===== src/rtl/byte_striping.sv =====
// Stripes consecutive valid words alternately onto two lanes, held for two cycles per pair.
// Optional STRIPE_FLUSH_EN adds an idle timeout that flushes a lone word onto lane_0.
module byte_striping #(
  parameter int unsigned BUS_WIDTH    = 32,
  parameter int unsigned FLUSH_CYCLES = 4
) (
  input  logic                 clk_2f,
  input  logic                 reset,
  input  logic [BUS_WIDTH-1:0] data_in,
  input  logic                 valid_in,
  output logic [BUS_WIDTH-1:0] lane_0,
  output logic [BUS_WIDTH-1:0] lane_1,
  output logic                 valid_0,
  output logic                 valid_1,
  output logic                 pair_strobe
);

  localparam logic [0:0] ST_EMPTY = 1'b0;
  localparam logic [0:0] ST_HALF  = 1'b1;

  if ((FLUSH_CYCLES < 1) || (FLUSH_CYCLES > 15)) begin : g_bad_flush_cycles
    $error("byte_striping: FLUSH_CYCLES must be within 1..15");
  end

  logic [0:0]           r_state;
  logic [0:0]           w_next_state;
  logic [BUS_WIDTH-1:0] r_hold;
  logic                 r_vhold_cnt;
  logic                 w_load_hold;
  logic                 w_pair;
  logic                 w_flush;
  logic                 w_idle_done;

`ifdef STRIPE_FLUSH_EN
  localparam int unsigned IDLE_W = 4;

  logic [IDLE_W-1:0] r_idle;

  assign w_idle_done = (r_idle == IDLE_W'(FLUSH_CYCLES));

  // Counts idle cycles while a lone word waits in HALF; cleared otherwise.
  always_ff @(posedge clk_2f or posedge reset) begin
    if (reset) begin
      r_idle <= '0;
    end else if ((r_state == ST_HALF) && !valid_in) begin
      r_idle <= r_idle + IDLE_W'(1);
    end else begin
      r_idle <= '0;
    end
  end
`else
  assign w_idle_done = 1'b0;
`endif

  always_ff @(posedge clk_2f or posedge reset) begin
    if (reset) begin
      r_state <= ST_EMPTY;
    end else begin
      r_state <= w_next_state;
    end
  end

  // A new word in HALF always wins over the timeout, so flush only fires when idle.
  always_comb begin
    w_next_state = r_state;
    w_load_hold  = 1'b0;
    w_pair       = 1'b0;
    w_flush      = 1'b0;
    case (r_state)
      ST_EMPTY: begin
        if (valid_in) begin
          w_load_hold  = 1'b1;
          w_next_state = ST_HALF;
        end
      end
      ST_HALF: begin
        if (valid_in) begin
          w_pair       = 1'b1;
          w_next_state = ST_EMPTY;
        end else if (w_idle_done) begin
          w_flush      = 1'b1;
          w_next_state = ST_EMPTY;
        end
      end
      default: w_next_state = ST_EMPTY;
    endcase
  end

  // Lane data persists until the next strobe; valid flags live for two cycles after it.
  always_ff @(posedge clk_2f or posedge reset) begin
    if (reset) begin
      r_hold      <= '0;
      r_vhold_cnt <= 1'b0;
      lane_0      <= '0;
      lane_1      <= '0;
      valid_0     <= 1'b0;
      valid_1     <= 1'b0;
      pair_strobe <= 1'b0;
    end else begin
      if (w_load_hold) begin
        r_hold <= data_in;
      end
      pair_strobe <= w_pair | w_flush;
      if (w_pair || w_flush) begin
        lane_0      <= r_hold;
        lane_1      <= w_pair ? data_in : '0;
        valid_0     <= 1'b1;
        valid_1     <= w_pair;
        r_vhold_cnt <= 1'b1;
      end else if (r_vhold_cnt) begin
        r_vhold_cnt <= 1'b0;
      end else begin
        valid_0 <= 1'b0;
        valid_1 <= 1'b0;
      end
    end
  end

endmodule

===== config.mk =====
export PLATFORM = sky130hd
export DESIGN_NAME = byte_striping
export DESIGN_NICKNAME = d
export VERILOG_FILES = /design/src/rtl/byte_striping.sv
export SDC_FILE = /design/constraint.sdc
export NUM_CORES = 1
export LEC_CHECK = 0
export ABC_AREA = 0
export CORE_ASPECT_RATIO = 0.7
export CORE_MARGIN = 8
export CORE_UTILIZATION = 40
export CTS_CLUSTER_SIZE = 16
export DETAILED_ROUTE_END_ITERATION = 8
export GPL_TIMING_DRIVEN = 0
export HOLD_SLACK_MARGIN = 0.12
export PLACE_DENSITY = 0.78
export SETUP_SLACK_MARGIN = 0.05
export SLEW_MARGIN = 10
export SYNTH_ARGS = -nofsm -noshare
export SYNTH_HDL_FRONTEND = slang
export SYNTH_SLANG_ARGS = --single-unit

===== constraint.sdc =====
create_clock -name clk_2f -period 8.8 [get_ports clk_2f]
set_input_delay 2.64 -clock clk_2f [delete_from_list [all_inputs] [get_ports clk_2f]]
set_output_delay 2.64 -clock clk_2f [all_outputs]
set_load 0.03 [all_outputs]

==> Yosys cells after proc, flatten, opt, wreduce, memory -nomap -nowiden <==
Index checks and enable logic that the tools add are counted.
{ "word_totals": {"regBits": 100, "output_inout_bits": 67} }
{ "classes": {"eq_ne": 1, "bitwise": 1, "n_mux": 8} }
{ "op_table": {"columns": ["operator", "n"], "rows": [
  ["1-bit two-way mux", 7],
  ["2-bit by 1-bit inequality test with 1-bit output, second input constant", 1],
  ["1-bit case mux with 2 select lines", 1],
  ["1-bit NOT", 1]
]} }

==> Longest topological paths before layout <==
Gate-level depths: netlist (run 1).
{ "logic_depth": {"word_depth": 3, "mapped_depth": 5, "mapped_depth_nobuf": 3} }

==> Least setup slack after synthesis (run 1) <==
OpenSTA, ideal clock, no wires.
{ "synth_path": {"path_kind": "input -> register", "startpoint": "input valid_in", "endpoint": "register lane_0[0]", "required_time_ps": 8675, "n_path_buf": 2, "t_arrival_ps": 3427, "slack_ps": 5248, "cell_stages": 4, "cell_sequence": "ha_1 buf_6 buf_6 mux2_4"} }
{ "synth_between": {"elab_chain_cells": 2} }
{ "synth_lines": {"columns": ["element", "line", "rtl"], "rows": [
  ["start: declaration", "10", "input logic valid_in,"],
  ["1-bit two-way mux", "77", "if (valid_in) begin"],
  ["1-bit two-way mux", "69", "case (r_state)"],
  ["end signal: assignment", "105", "lane_0 <= r_hold;"],
  ["end: declaration", "11", "output logic [BUS_WIDTH-1:0] lane_0,"]
]} }
No other way between the ends.
A chain may end at the register's enable or synchronous reset.

==> Final worst setup path (run 1) <==
{ "layout_path": {"startpoint": "register valid_1", "endpoint": "output valid_1"} }
{ "layout_lines": {"columns": ["element", "line", "rtl"], "rows": [
  ["start: declaration", "14", "output logic valid_1,"],
  ["start signal: assignment", "108", "valid_1 <= w_pair;"]
]} }
No word-level cell between the ends.

==> run_results.csv, run 1 <==
group,metric,value,unit
critical_path,end_kind,"output port",
die,core_area,9610,sq um
timing,fin_crit,4.10,ns
route,wl_per_cell,17.3,um
placed_design,gp_congestion,0.655,
timing,tns,0,ns
finish,multiInputGateArea,1300,sq um
die,die_h,98.7,um
finish,fill_cells,799,
cts,max-clock-path-buffers,2,
power,leakagePower,2.38,nW
global_routing,grt_pass1_vias,2401,
timing,finalHoldViolCount,0,
timing,worstMarginPinSlew,0.625,ns
cts,cts.sink_count,99,
min_path,hp-class,"register to register",
cts,holdBufCountCts,0,
status,outcome,"finished clean",
cts,clock-root-buffer,"clkbuf_16",
critical_path,r2r-end,"r_hold[1]",
route,drt-total-wl,7900,um
timing,finClkSkew,0.00403,ns
yosys,synth.distinct_cells,10,
critical_path,endpoint,"valid_1",
placed_design,placed_area,5110,sq um
yosys,syn_inst,213,
power,power_density,433,nW/um^2
route,ant_nets,0,
route,dr_wl_met2,3710,um
cts,cts_tree,"done",
yosys,synth_warnings,0,
timing,clock.fmax,244,MHz
timing,drv_slew,0,
critical_path,r2r_slack,7.38,ns
route,via_count,2119,
finish,layout_commonest_cell,"clkdlybuf4s50_1",
timing,finalSetupViolCount,0,
yosys,syn_area_per_cell,18.3,sq um
critical_path,crit_required,6.16,ns
critical_path,worst-r2r-cell-count,5,
global_routing,antenna_found_initial,0,
finish,final_util,56.4,%
cts,clock_latency,0.33,ns
die,pin_count,102,
die,initial_utilization,40.6,%
timing,post-route-period-util,46.5,%
route,drt_pre_antenna_iters,4,
timing,rsz0062_at_grt,"no",
route,viasPerCell,4.64,
route,drc_errors,0,
critical_path,regToRegStartpoint,"r_state",
placed_design,dp.final_hpwl,5770,um
critical_path,worstPathMaxFanout,3,
route,highest_layer,"met4",
critical_path,start_kind,"register",
cts,cts.clk_slew.worst_paths,0.06,ns
route,drt_iter0_drc,67,
finish,most-common-layout-cells,"clkdlybuf4s50_1 (101), dfrtp_1 (99), mux2_4 (49)",
finish,fin_nets,363,
power,max-vdd-ir-drop,197,uV
placed_design,port_buffers,101,
finish,syn_to_final_growth,38.9,%
yosys,ys_seq_area_share,63.4,%
finish,ff_latch_area,2480,sq um
die,dieArea,13200,sq um
finish,final_area,5420,sq um
global_routing,grt_max_degree,52,
critical_path,worst-endpoint-arrival,1.46,ns
cts,cts-resized-gates,0,
global_routing,gr-usage-all-layers,12.4,%
cts,cts_buffers,9,
route,met3_length,639,um
finish,drive_gt1_share,34.7,%
route,met1_length,3470,um
critical_path,crit_start,"valid_1",
run,drv.max_cap_violation_count,0,
cts,htree_num_levels,3,
global_routing,gr-total-overflow,0,
die,die_w,134,um
die,rows,30,
finish,antennaDiodeCount,0,
yosys,mappedNetlistArea,3900,sq um
yosys,synth_seq_cells,99,
timing,slew-limit-headroom,58.3,%
critical_path,critical_path_class,"register to output port",
yosys,syn_nets,250,
global_routing,grt_first_pass_wirelength,12900,um
cts,post-cts-setup-buffer-count,0,
[logic make-up (layout without fill, tap and decap cells)]
family,after synthesis,in the layout,share of synthesized area (%)
buf+inv,15,131,3.33
mux,96,96,32.4
fa+ha+maj,2,2,0.641
flops,99,99,63.4
compound gates,1,1,0.192
[synthesized netlist by cell type]
cell type,count,area (sq um)
dfrtp_1,99,2480
mux2_4,49,736
mux2_2,38,428
buf_6,9,101
mux2_1,9,101
inv_1,3,11.3
buf_2,2,10.0
ha_1,2,25.0
a21o_1,1,7.51
buf_4,1,7.51
[per-stage QoR]
step,std cells,total power (W),hold WS (ns),setup slack [ns]
after detailed placement,443,0.00196,0.468,4.59
after global placement,442,0.00193,0.463,2.13
after floorplan,213,0.00152,0.452,3.57
final,457,0.00235,0.478,4.70
after CTS,457,0.00239,0.482,4.68
after global routing,457,0.00247,0.500,4.65
[worst min path at each step]
stage / from / end / slack, ns / depth (start not counted)
4_1_cts: r_hold[25] / r_hold[25] / 0.48 / 1
3_5_place_dp: r_hold[25] / r_hold[25] / 0.47 / 1
2_1_floorplan: r_hold[24] / r_hold[24] / 0.45 / 1
6_report: r_hold[25] / r_hold[25] / 0.48 / 1
5_1_grt: r_hold[25] / r_hold[25] / 0.50 / 1
3_3_place_gp: r_hold[25] / r_hold[25] / 0.46 / 1
[report_power, final]
group / switching (W) / internal [W]
Sequential: 0.000127 / 0.000690
Clock: 0.000151 / 0.000261
Combinational: 0.000534 / 0.000586
[metal layers]
metal,GRT usage [%],vias to the layer above
li1,-,964
met1,15.0,1085
met2,19.1,60
met3,5.95,10
met4,3.61,0
met5,0,-
[critical path: stages, from the launching register on]
cell and delay (ns):
dfrtp_1 0.36, buf_4 0.11, clkdlybuf4s50_1 0.66
[flip-flops by register name, indices dropped and copies added (netlist names)]
register,count
pair_strobe,1
lane_1,32
valid_1,1
lane_0,32
r_state,1
r_hold,32
[area by class of cell]
cell class	instances	area share, %
well taps	128	2.95
multi-input cells	99	23.9
clock inverters	2	1.11
repair buffers	102	19.2
inverters	3	0.254
flip-flops and latches	99	45.7
plain buffers	12	2.19
clock buffers	12	4.73
No activity file was read; power rests on OpenSTA's default activity.
==> inputs of run 2 (changes only) <==
==> constraint.sdc (replaced) <==
create_clock -name clk_2f -period 3.9 [get_ports clk_2f]
set_input_delay 1.17 -clock clk_2f [delete_from_list [all_inputs] [get_ports clk_2f]]
set_output_delay 1.17 -clock clk_2f [all_outputs]
set_load 0.03 [all_outputs]
==> results of run 2 <==
The final DEF is identical to that of run 1. Status: finished clean.
Among the figures that moved: setup slack after placement 4.59 ns -> 1.16 ns; setup slack after layout 4.70 ns -> 1.27 ns; register-to-register setup slack 7.38 ns -> 2.48 ns; total power 0.00235 W -> 0.00530 W; worst IR drop on VDD 197 uV -> 444 uV
==> inputs of run 3 (changes only) <==
--- a/config.mk
+++ b/config.mk
@@ -13,7 +13,7 @@
 export DETAILED_ROUTE_END_ITERATION = 8
 export GPL_TIMING_DRIVEN = 0
 export HOLD_SLACK_MARGIN = 0.12
-export PLACE_DENSITY = 0.78
+export PLACE_DENSITY = 0.8
 export SETUP_SLACK_MARGIN = 0.05
 export SLEW_MARGIN = 10
 export SYNTH_ARGS = -nofsm -noshare
==> constraint.sdc (replaced) <==
create_clock -name clk_2f -period 2.2 [get_ports clk_2f]
set_input_delay 0.66 -clock clk_2f [delete_from_list [all_inputs] [get_ports clk_2f]]
set_output_delay 0.66 -clock clk_2f [all_outputs]
set_load 0.03 [all_outputs]
==> run_results.csv, run 3 (synthesis gave the netlist of run 1 again) <==
group,metric,value,unit
finish,drive_gt1_share,35.2,%
timing,worstMarginPinSlew,0.620,ns
global_routing,grt_max_degree,40,
cts,cts_tree,"done",
critical_path,worstPathMaxFanout,3,
timing,clock.fmax,486,MHz
finish,final_area,5430,sq um
cts,cts_buffers,9,
critical_path,start_kind,"register",
critical_path,end_kind,"output port",
route,wl_per_cell,17.5,um
critical_path,worst-r2r-cell-count,5,
timing,layout_setup_ws,0.142,ns
finish,layout_commonest_cell,"clkdlybuf4s50_1",
route,drt_pre_antenna_iters,4,
placed_design,pre_cts_ws,0.00641,ns
finish,fin_nets,364,
timing,finalSetupViolCount,0,
cts,cts.clk_slew.worst_paths,0.06,ns
die,rows,30,
placed_design,port_buffers,101,
cts,clock_latency,0.33,ns
placed_design,placed_area,5120,sq um
die,die_w,134,um
timing,drv_slew,0,
critical_path,regToRegStartpoint,"r_state",
cts,max-clock-path-buffers,2,
route,drt-total-wl,8070,um
min_path,min_from,"r_hold[25]",
timing,rsz0062_at_grt,"no",
timing,slew-limit-headroom,58.6,%
die,initial_utilization,40.6,%
global_routing,antenna_found_initial,0,
cts,clock-root-buffer,"clkbuf_16",
critical_path,cpMaxStageDelayCell,"clkdlybuf4s50_1",
min_path,hp-class,"register to register",
timing,holdWs,0.485,ns
finish,syn_to_final_growth,39.0,%
power,max-vdd-ir-drop,821,uV
finish,antennaDiodeCount,0,
status,outcome,"finished clean",
finish,fill_cells,791,
finish,final_cells,460,
die,die_h,98.7,um
min_path,whs_path_depth,1,
min_path,worstHoldEndpoint,"r_hold[25]",
global_routing,gr-usage-all-layers,13.4,%
cts,cts.sink_count,99,
critical_path,path_depth,1,
critical_path,r2r-end,"r_hold[7]",
timing,tns,0,ns
critical_path,path_cells,"clkdlybuf4s50_1",
placed_design,dp_cells,444,
global_routing,gr-total-overflow,0,
die,dieArea,13200,sq um
cts,htree_num_levels,3,
timing,post-route-period-util,93.6,%
timing,finClkSkew,0.00501,ns
power,power_density,1720,nW/um^2
run,drv.max_cap_violation_count,0,
critical_path,worst-endpoint-arrival,1.40,ns
placed_design,gp_congestion,0.674,
timing,finalHoldViolCount,0,
route,ant_nets,0,
route,drc_errors,0,
critical_path,crit_required,1.54,ns
critical_path,critPathBufInv,1,
critical_path,cpPeakStageDelay,0.69,ns
critical_path,r2r_slack,0.81,ns
global_routing,grt_first_pass_wirelength,14000,um
critical_path,cpLargestDelayFamily,"buffers and inverters",
cts,holdBufCountCts,0,
timing,fin_crit,2.06,ns
finish,reg_top3,"lane_0: 32 flops, lane_1: 32 flops, r_hold: 32 flops",
power,leakagePower,2.38,nW
die,core_area,9610,sq um
route,drt_iter0_drc,105,
cts,cts-resized-gates,0,
placed_design,dp.final_hpwl,5940,um
finish,most-common-layout-cells,"clkdlybuf4s50_1 (100), dfrtp_1 (99), mux2_4 (49)",
route,viasPerCell,4.62,
route,via_count,2127,
cts,post-cts-setup-buffer-count,0,
global_routing,grt_pass1_vias,2495,
critical_path,critical_path_class,"register to output port",
die,pin_count,102,
## run 3: changes by cell type in the layout (fill, tap and decap cells not counted), sizes merged
cell           previous run  this run
dlymetal6s2s              0         1
clkinvlp                  0         3
clkbuf                   12        11
clkdlybuf4s50           101       100
inv                       3         2
buf                      13        14
bufinv                    2         1
clkinv                    0         2
## run 3: stage by stage
stage | power, W | utilization, %
final | 0.00933 | 56.5
after global routing | 0.00986 | 56.5
after CTS | 0.00948 | 56.5
after detailed placement | 0.00786 | 53.3
after global placement | 0.00772 | 52.9
after floorplan | 0.00609 | -
## run 3: where the power goes
| part | internal, W | switching (W) | total [W] |
|---|---|---|---|
| Clock | 0.000917 | 0.000659 | 0.00158 |
| Combinational | 0.00235 | 0.00214 | 0.00448 |
| Sequential | 0.00276 | 0.000511 | 0.00327 |
## run 3: layout make-up
cell class | instances | area, sq um | area share (%)
flip-flops and latches | 99 | 2480 | 45.6
clock buffers | 11 | 243 | 4.47
inverters | 3 | 15.0 | 0.277
plain buffers | 12 | 119 | 2.19
multi-input cells | 99 | 1300 | 23.9
repair buffers | 103 | 1050 | 19.4
well taps | 128 | 160 | 2.95
clock inverters | 5 | 62.6 | 1.15
## run 3: per-layer routing
| metal | up-vias | GRT usage (%) | share of wire (%) |
|---|---|---|---|
| met5 | - | 0 | 0 |
| met4 | 0 | 4.13 | 1.1 |
| met3 | 11 | 5.69 | 7.6 |
| met2 | 61 | 21.1 | 46 |
| met1 | 1084 | 16.3 | 45 |
| li1 | 971 | - | - |
## run 3: worst max path at each step
stage          startpoint         end  slack, ns
3_3_place_gp        reset  r_hold[27]      -0.61
4_1_cts           valid_1     valid_1       0.05
3_5_place_dp     valid_in  lane_1[23]      0.006
6_report          valid_1     valid_0       0.14
5_1_grt         lane_0[3]   lane_0[3]       0.09
2_1_floorplan       reset   lane_0[0]       0.36
